==> src/rtl/pipeline_stage_reg.sv <==
// pipeline_stage_reg: valid/ready pipeline register with flush, bubble and stall counter.
// Build option PIPE_STAGE_SKID_EN selects a two-entry skid buffer; default is one register.
module pipeline_stage_reg #(
  parameter int                DATA_W   = 128,
  parameter int                CTRL_W   = 16,
  parameter logic [CTRL_W-1:0] CTRL_NOP = '0,
  parameter int                CNT_W    = 16
) (
  input  logic              clk,
  input  logic              rst,
  input  logic              in_valid,
  output logic              in_ready,
  input  logic [DATA_W-1:0] in_data,
  input  logic [CTRL_W-1:0] in_ctrl,
  output logic              out_valid,
  input  logic              out_ready,
  output logic [DATA_W-1:0] out_data,
  output logic [CTRL_W-1:0] out_ctrl,
  input  logic              flush_i,
  input  logic              bubble_i,
  output logic [CNT_W-1:0]  stall_cnt_o
);

  logic              head_vld;
  logic [DATA_W-1:0] head_data;
  logic [CTRL_W-1:0] head_ctrl;
  logic              accept;
  logic              consume;
  logic [CNT_W-1:0]  stall_q;
  logic [CNT_W-1:0]  stall_d;

  assign accept  = in_valid & in_ready;
  assign consume = out_valid & out_ready;

`ifdef PIPE_STAGE_SKID_EN

  localparam logic [1:0] S_EMPTY = 2'd0;
  localparam logic [1:0] S_ONE   = 2'd1;
  localparam logic [1:0] S_TWO   = 2'd2;

  logic [1:0]        state_q;
  logic [1:0]        state_d;
  logic              rdy_q;
  logic              rdy_d;
  logic [DATA_W-1:0] hd_q;
  logic [DATA_W-1:0] hd_d;
  logic [CTRL_W-1:0] hc_q;
  logic [CTRL_W-1:0] hc_d;
  logic [DATA_W-1:0] td_q;
  logic [DATA_W-1:0] td_d;
  logic [CTRL_W-1:0] tc_q;
  logic [CTRL_W-1:0] tc_d;

  // Ready comes from a flop so out_ready never reaches in_ready.
  assign in_ready  = rdy_q & ~bubble_i & ~rst;
  assign head_vld  = (state_q != S_EMPTY);
  assign head_data = hd_q;
  assign head_ctrl = hc_q;

  // Occupancy FSM: head always holds the oldest entry, tail the younger.
  always_comb begin
    state_d = state_q;
    hd_d    = hd_q;
    hc_d    = hc_q;
    td_d    = td_q;
    tc_d    = tc_q;
    unique case (state_q)
      S_EMPTY: begin
        if (accept) begin
          state_d = S_ONE;
          hd_d    = in_data;
          hc_d    = in_ctrl;
        end
      end
      S_ONE: begin
        if (accept && consume) begin
          hd_d = in_data;
          hc_d = in_ctrl;
        end else if (accept) begin
          state_d = S_TWO;
          td_d    = in_data;
          tc_d    = in_ctrl;
        end else if (consume) begin
          state_d = S_EMPTY;
        end
      end
      S_TWO: begin
        if (consume) begin
          state_d = S_ONE;
          hd_d    = td_q;
          hc_d    = tc_q;
        end
      end
      default: state_d = S_EMPTY;
    endcase
    if (flush_i) state_d = S_EMPTY;
    rdy_d = (state_d != S_TWO);
  end

  // Skid storage and registered ready.
  always_ff @(posedge clk) begin
    if (rst) begin
      state_q <= S_EMPTY;
      rdy_q   <= 1'b1;
      hd_q    <= '0;
      hc_q    <= CTRL_NOP;
      td_q    <= '0;
      tc_q    <= CTRL_NOP;
    end else begin
      state_q <= state_d;
      rdy_q   <= rdy_d;
      hd_q    <= hd_d;
      hc_q    <= hc_d;
      td_q    <= td_d;
      tc_q    <= tc_d;
    end
  end

`else

  logic              vld_q;
  logic              vld_d;
  logic [DATA_W-1:0] dat_q;
  logic [DATA_W-1:0] dat_d;
  logic [CTRL_W-1:0] ctl_q;
  logic [CTRL_W-1:0] ctl_d;

  // Single slot: refill allowed when empty or being drained this cycle.
  assign in_ready  = (~vld_q | out_ready) & ~bubble_i & ~rst;
  assign head_vld  = vld_q;
  assign head_data = dat_q;
  assign head_ctrl = ctl_q;

  // Slot next state; flush beats any accept in the same cycle.
  always_comb begin
    vld_d = vld_q;
    dat_d = dat_q;
    ctl_d = ctl_q;
    if (flush_i) begin
      vld_d = 1'b0;
    end else if (accept) begin
      vld_d = 1'b1;
      dat_d = in_data;
      ctl_d = in_ctrl;
    end else if (consume) begin
      vld_d = 1'b0;
    end
  end

  // Single-entry storage.
  always_ff @(posedge clk) begin
    if (rst) begin
      vld_q <= 1'b0;
      dat_q <= '0;
      ctl_q <= CTRL_NOP;
    end else begin
      vld_q <= vld_d;
      dat_q <= dat_d;
      ctl_q <= ctl_d;
    end
  end

`endif

  assign out_valid   = head_vld & ~rst;
  assign out_data    = out_valid ? head_data : '0;
  assign out_ctrl    = out_valid ? head_ctrl : CTRL_NOP;
  assign stall_cnt_o = stall_q;

  // Saturating count of held-but-not-taken cycles; flush leaves it alone.
  always_comb begin
    stall_d = stall_q;
    if (out_valid && !out_ready && (stall_q != {CNT_W{1'b1}}))
      stall_d = stall_q + 1'b1;
  end

  // Stall counter register.
  always_ff @(posedge clk) begin
    if (rst) stall_q <= '0;
    else     stall_q <= stall_d;
  end

endmodule

==> config.mk <==
export PLATFORM = sky130hd
export DESIGN_NAME = pipeline_stage_reg
export DESIGN_NICKNAME = d
export VERILOG_FILES = /design/src/rtl/pipeline_stage_reg.sv
export SDC_FILE = /design/constraint.sdc
export NUM_CORES = 1
export LEC_CHECK = 0
export ABC_AREA = 1
export CORE_ASPECT_RATIO = 1.4
export CORE_UTILIZATION = 35
export CTS_CLUSTER_SIZE = 10
export DETAILED_ROUTE_END_ITERATION = 10
export GPL_TIMING_DRIVEN = 0
export PLACE_DENSITY = 0.76
export SKIP_LAST_GASP = 1
export SYNTH_ARGS = -nofsm -noshare
export SYNTH_HDL_FRONTEND = slang
export SYNTH_SLANG_ARGS = --single-unit
==> constraint.sdc <==
create_clock -name clk -period 3.2 [get_ports clk]
set_clock_uncertainty 0.2 [all_clocks]
set_input_delay 0.96 -clock clk [delete_from_list [all_inputs] [get_ports clk]]
set_output_delay 0.96 -clock clk [all_outputs]
set_load 0.01 [all_outputs]
# Word-level counts from Yosys, hierarchy flattened
# Index checks and enable logic that the tools add are counted.
[word_totals]
regBits = 161
latchBits = 0
mem_bits_rw = 0
mem_bits_ro = 0
inputBits = 150
out_inout_bits = 162
n_memories = 0
[classes]
addsub = 1
multipliers = 0
div = 0
order_cmp = 0
eq_ne = 1
shifts = 0
mux = 4
bitwise_logic = 10
reduce_logical = 6
[op_table]
columns = ["op", "n"]
rows = [
  ["128-bit two-way mux", 1],
  ["16-bit by 1-bit adder with 16-bit output (second input constant)", 1],
  ["16-bit two-way mux", 1],
  ["16-bit inequality test (second input constant)", 1],
  ["1-bit bitwise AND", 5],
  ["1-bit inverter", 4],
  ["1-bit logical AND", 2],
  ["1-bit two-way mux", 2],
  ["2-bit AND reduction", 1],
  ["2-bit nonzero test", 1],
  ["2-bit OR reduction", 1],
  ["1-bit logical NOT", 1],
  ["1-bit bitwise OR", 1],
]

# Longest topological paths before layout
# Gate-level depths: netlist (run 1).
[depth]
depth_word = 6
depth_mapped = 9
depth_no_buf = 8

# Worst setup path after synthesis (run 1)
# No wires, ideal clock.
[synth_path]
path_type = "input to output"
start = "input port rst"
end = "output port out_valid"
t_arrival_ns = 1.929
path_slack_ns = 0.111
cell_stages = 6
path_buffers = 3
path_cell_list = "inv_2 nand2_1 clkbuf_1 buf_2 buf_1 inv_1"
[synth_between]
elab_chain_cells = 2
[synth_rtl]
columns = ["element", "line_no", "rtl"]
rows = [
  ["start: declaration", "10", "input logic rst,"],
  ["1-bit inverter", "165", "assign out_valid = head_vld & ~rst;"],
  ["1-bit bitwise AND", "165", ""],
  ["end: declaration", "15", "output logic out_valid,"],
]
# Every way passes these cells.

# Final worst setup path (run 1)
[layout_path]
start = "input port rst"
end = "output port out_data[63]"
[layout_between]
elab_chain_cells = 3
[layout_rtl]
columns = ["element", "line_no", "rtl"]
rows = [
  ["1-bit inverter", "165", ""],
  ["1-bit bitwise AND", "165", ""],
  ["128-bit two-way mux", "166", "assign out_data = out_valid ? head_data : '0;"],
  ["end: declaration", "17", "output logic [DATA_W-1:0] out_data,"],
]
# Every way passes these cells.

==> flow_summary.yaml, run 1 <==
clock_network:
  cts_buffers: 17
  cts_num_sinks: 161
  clk_path_buf_depth: 2
  cts_tree: "built"
  cts_root_buf: "clkbuf_16"
  clk_pin_slew_ns: 0.06
  h-tree-depth: 4
  clock_latency_ns: 0.43
  cts_hold_buf: 0
sta:
  fin_crit_sh: 1.00
  fin_ws_ns: -0.000201
  max_freq_mhz: 312
  holdWs_ns: 0.318
  hold_violations: 0
  setup_viol: 1
  worst_pin_slew_ns: 0.718
  relSlewSlack: 0.521
  slew_violations: 0
  min_period_ns: 3.20
  finalSetupTns_ns: -0.000201
  rsz0062_at_grt: "yes"
detailed_routing:
  drt-wirelength-per-cell_um: 13.7
  wirelength_um: 25100
  drc: 0
  vias_per_cell: 4.44
  drt_iter0_markers: 405
  ant_nets: 0
  drt_pass1_iterations: 5
  num_vias: 8158
logic_synthesis:
  synth_seq_cells: 161
  yosys_warnings: 0
  syn_avg_cell_area_um2: 6.03
  yosysUniqueCellTypes: 20
  yosysSeqAreaShare: 0.437
  netlist_area_um2: 7380
  synth_nets: 1375
  postSynthCellCount: 1224
worst_setup_path:
  r2r_setup_slack_ns: 1.06
  end_kind: "primary output"
  critPathRequiredTime_ns: 2.04
  arrival_ns: 2.04
  crit_type: "in -> out"
  critPathLaunchType: "primary input"
  critPathMaxFanout: 5
cells_and_area:
  fin_nets: 1720
  diodes: 0
  drive_above_1_share: 0.165
  stdcell_area_um2: 11400
  area_growth_pct: 54.8
die:
  rows: 62
  die-area_um2: 21700
  die_y_um: 174
  io_pins: 312
  die_x_um: 125
  initial_core_util: 0.359
  core-area_um2: 20600
global_routing:
  grt_pass1_vias: 7782
  grt_first_pass_wirelength_um: 39500
  grt-ovfl-total: 0
  track_usage: 0.232
  grt_start_max_net_pins: 17
  grt_antenna_before_repair: 0
outcome:
  status: "finished with violations"
  violations: "negative setup slack"
power:
  power_density_nw_per_um2: 398
  leakage_nw: 5.66
  vdd_drop_max_v: 0.000338
  power_mw: 4.55
place:
  place_area_um2: 10800
  dp_hpwl_um: 18300
  place_congestion: 0.890
  port_buffers: 311
worst_hold_path:
  holdCritPathClass: "reg -> reg"
run:
  drv_cap: 0
[per-stage QoR]
stage	setup slack, ns	utilization	std cells
2_1_floorplan	0.111	-	1224
3_3_place_gp	-1.78	0.526	1791
3_5_place_dp	-1.78	0.526	1791
4_1_cts	-0.0814	0.565	1836
5_1_grt	-0.0416	0.556	1837
6_report	-0.000201	0.556	1837
[report_power, final]
group          internal, mW  switching, mW  total, mW
Combinational         0.256          0.230      0.486
Sequential             2.07         0.0185       2.09
Clock                  1.15          0.829       1.98
Total                  3.47           1.08       4.55
[worst paths after layout]
check,start,to,cells after the start
worst max register to register,head_vld,dat_q[37],7
worst min register to register,dat_q[109],dat_q[109],4
worst min-delay path,dat_q[109],dat_q[109],4
worst max-delay path,rst,out_data[63],7
[Yosys cell counts (all sizes together)]
master	n	area share
clkbuf	29	0.015
nand3	20	0.014
dfxtp	161	0.44
inv	157	0.080
nand3b	2	0.0020
or2	1	0.00085
nand4	2	0.0017
o21ai	2	0.0014
nand2	324	0.16
buf	38	0.031
nor2	472	0.24
a21oi	13	0.0093
a31oi	1	0.00085
o21a	1	0.0010
ha	1	0.0017
[sequential cells by signal (all words and copies together), names as in the netlist]
register and cells:
ctl_q 16, dat_q 128, head_vld 1, stall_cnt_o 16
[metal layers]
metal	wire, um	track usage
met1	9580	0.240
met2	12900	0.425
met3	1970	0.0765
met4	647	0.0969
met5	0	0
[final cells by class]
class / count / area (um^2)
well taps: 256 / 320
fillers: 2057 / 9140
inverters: 157 / 592
repair buffers: 325 / 2830
clock inverters: 8 / 80.1
clock buffers: 23 / 488
flip-flops and latches: 161 / 3220
multi-input cells: 841 / 3370
plain buffers: 66 / 512
[cells in the final DEF (no fill, tap or decap), types with 2 or more instances in the layout]
cell type	Yosys	routed
nor2_1	471	439
o21ai_0	2	2
buf_1	10	7
nor2_4	0	3
inv_1	156	156
clkbuf_8	0	12
buf_4	0	10
nand2_1	324	323
clkbuf_2	0	23
nand4_1	2	2
nor2_2	1	30
clkdlybuf4s50_1	0	164
nand3b_1	2	2
clkdlybuf4s15_2	0	43
clkinvlp_4	0	6
a21oi_1	12	12
clkbuf_16	0	21
nand3_1	20	20
buf_2	20	90
nand2_8	0	2
dfxtp_1	161	160
clkdlybuf4s15_1	0	8
buf_6	8	12
buf_12	0	2
clkbuf_1	29	21
[worst max-delay path, cell delays in order]
cell             delay [ns]
clkdlybuf4s15_2        0.20
inv_4                  0.09
buf_6                  0.15
nand2_4                0.11
clkbuf_16              0.19
nor2_1                 0.10
clkdlybuf4s15_2        0.24
[logic make-up (layout without fill, tap and decap cells)]
| logic type | count (synthesis) | after routing | share of synthesized area |
|---|---|---|---|
| AND/OR/NAND/NOR | 821 | 823 | 0.423 |
| buffers and inverters | 224 | 579 | 0.125 |
| flip-flops | 161 | 161 | 0.437 |
| AO/OA/AOI/OAI | 17 | 17 | 0.0126 |
| adder cells (fa/ha/maj) | 1 | 1 | 0.00170 |
[repair_timing]
action                                  CTS  global route
pin swaps                                 0             0
cloned                                    5             1
gates resized for setup                 507            89
setup buffers                            10             0
endpoints found under the setup margin  146            95
(Power assumes the default switching activity.)
==> run 2: changes to the inputs <==
--- a/config.mk
+++ b/config.mk
@@ -7,12 +7,11 @@
 export LEC_CHECK = 0
 export ABC_AREA = 1
 export CORE_ASPECT_RATIO = 1.4
-export CORE_UTILIZATION = 35
+export CORE_UTILIZATION = 43
 export CTS_CLUSTER_SIZE = 10
 export DETAILED_ROUTE_END_ITERATION = 10
 export GPL_TIMING_DRIVEN = 0
-export PLACE_DENSITY = 0.76
-export SKIP_LAST_GASP = 1
+export PLACE_DENSITY = 0.89
 export SYNTH_ARGS = -nofsm -noshare
 export SYNTH_HDL_FRONTEND = slang
 export SYNTH_SLANG_ARGS = --single-unit
==> flow_summary.yaml, run 2 (synthesis gave the netlist of run 1 again) <==
cells_and_area:
  fill_cells: 1389
  largest_register_ff_count: 128
  top_register: "dat_q"
  area_growth_pct: 51.8
  drive_above_1_share: 0.171
  layout_common_cells: "nor2_1, nand2_1, clkdlybuf4s50_1"
  layoutNonFillerInstCount: 1772
  final_core_utilization: 0.669
  fin_nets: 1708
  diodes: 0
  register_area_um2: 3220
  stdcell_area_um2: 11200
  multi_input_area_um2: 3410
  final_common_cell: "nor2_1"
sta:
  fin_crit_sh: 0.984
  max_freq_mhz: 318
  worst_pin_slew_ns: 0.625
  setup_viol: 0
  relSlewSlack: 0.583
  holdWs_ns: 0.320
  min_period_ns: 3.15
  rsz0062_at_grt: "no"
  slew_violations: 0
  hold_violations: 0
die:
  die_y_um: 157
  rows: 56
  initial_core_util: 0.441
  io_pins: 312
  die-area_um2: 17700
  die_x_um: 113
  core-area_um2: 16700
detailed_routing:
  wirelength_um: 25400
  wl_met1_um: 9300
  drt_iter0_markers: 723
  drc: 0
  met3WireLength_um: 2190
  drt_pass1_iterations: 5
  ant_nets: 0
  top_layer: "met4"
  met2_length_um: 13200
  vias_per_cell: 4.77
  num_vias: 8446
  drt-wirelength-per-cell_um: 14.3
run:
  drv_cap: 0
place:
  place_congestion: 0.966
  port_buffers: 311
  place_area_um2: 10700
  dp_hpwl_um: 17700
  dp_cells: 1738
worst_setup_path:
  crit_type: "in -> out"
  r2r_setup_slack_ns: 1.10
  cp_num_buf_inv: 6
  cp.depth: 8
  critPathRequiredTime_ns: 2.04
  critPathLaunchType: "primary input"
  slowest_stage: "clkbuf_16"
  timing.rr.end: "stall_cnt_o[1]"
  end_kind: "primary output"
  crit-reg2reg-launch: "stall_cnt_o[0]"
  max_stage_delay_ns: 0.19
  critPathMaxFanout: 10
  cpLargestDelayFamily: "buffers and inverters"
  arrival_ns: 1.99
  critPathLaunch: "rst"
  worstRegToRegCells: 8
  cp_common_cell: "buf_2"
  crit_chain: "buf_2 -> inv_4 -> nand2_4 -> clkbuf_16 -> buf_12 -> buf_8 -> nor2_2 -> buf_2"
  crit_end: "out_data[124]"
clock_network:
  clock_latency_ns: 0.43
  clk_pin_slew_ns: 0.06
  cts_tree: "built"
  cts_root_buf: "clkbuf_16"
  cts_num_sinks: 161
  h-tree-depth: 4
  cts_buffers: 17
  clk_path_buf_depth: 2
global_routing:
  track_usage: 0.281
  grt_start_max_net_pins: 17
  grt_antenna_before_repair: 0
  grt-ovfl-total: 0
  grt_first_pass_wirelength_um: 38600
  grt_pass1_vias: 8124
worst_hold_path:
  holdCritPathClass: "reg -> reg"
power:
  power_density_nw_per_um2: 427
  vdd_drop_max_v: 0.000302
  leakage_nw: 5.66
outcome:
  status: "complete, no violations"
## run 2: worst min-delay path by stage
stage	endpoint	slack, ns	cells after the start	start
6_report	dat_q[22]	0.32	4	dat_q[22]
5_1_grt	dat_q[25]	0.34	4	dat_q[25]
4_1_cts	dat_q[22]	0.32	4	dat_q[22]
3_5_place_dp	dat_q[22]	0.31	4	dat_q[22]
3_3_place_gp	dat_q[127]	0.30	4	dat_q[127]
2_1_floorplan	ctl_q[0]	0.29	4	ctl_q[0]
## run 2: repair_timing
item / in CTS / in global routing
setup buffers: 1 / 0
setup endpoints to repair: 146 / 111
hold buffers: 0 / 0
resized for setup: 518 / 121
gates cloned: 2 / 0
## run 2: area by class of cell
class,count,share of cell area
buffer,67,0.0445
sequential,161,0.288
clock buffer,19,0.0395
tap,203,0.0227
timing repair buffer,314,0.232
clock inverter,12,0.0163
inverter,157,0.0528
multi-input combinational,839,0.305
## run 2: through the flow
stage	total power [mW]	TNS, ns	setup WS, ns
detailed placement	2.59	-196.16	-1.69
floorplan	2.33	0	0.111
global placement	2.58	-197.08	-1.71
finish	4.78	0	0.0523
global route	4.93	0	0.0445
CTS	4.77	-0.000675	-0.000675
## run 2: where the power goes
part | total, mW | switching, mW | internal [mW]
Sequential | 2.09 | 0.0178 | 2.07
Clock | 2.21 | 0.877 | 1.33
Combinational | 0.489 | 0.238 | 0.251
Total | 4.78 | 1.13 | 3.65
## run 2: worst reg2reg max path: cells and delay by family (launching register included)
kind,cells,cell delay [ns]
buffers and inverters,2,0.50
flip-flops,1,0.43
AND/OR/NAND/NOR,5,0.72
adder cells (fa/ha/maj),1,0.20
## run 2: per-layer routing
metal	vias to the layer above	track usage
met4	0	0.123
met5	-	0
met1	3802	0.274
li1	4194	-
met2	395	0.535
met3	55	0.0913
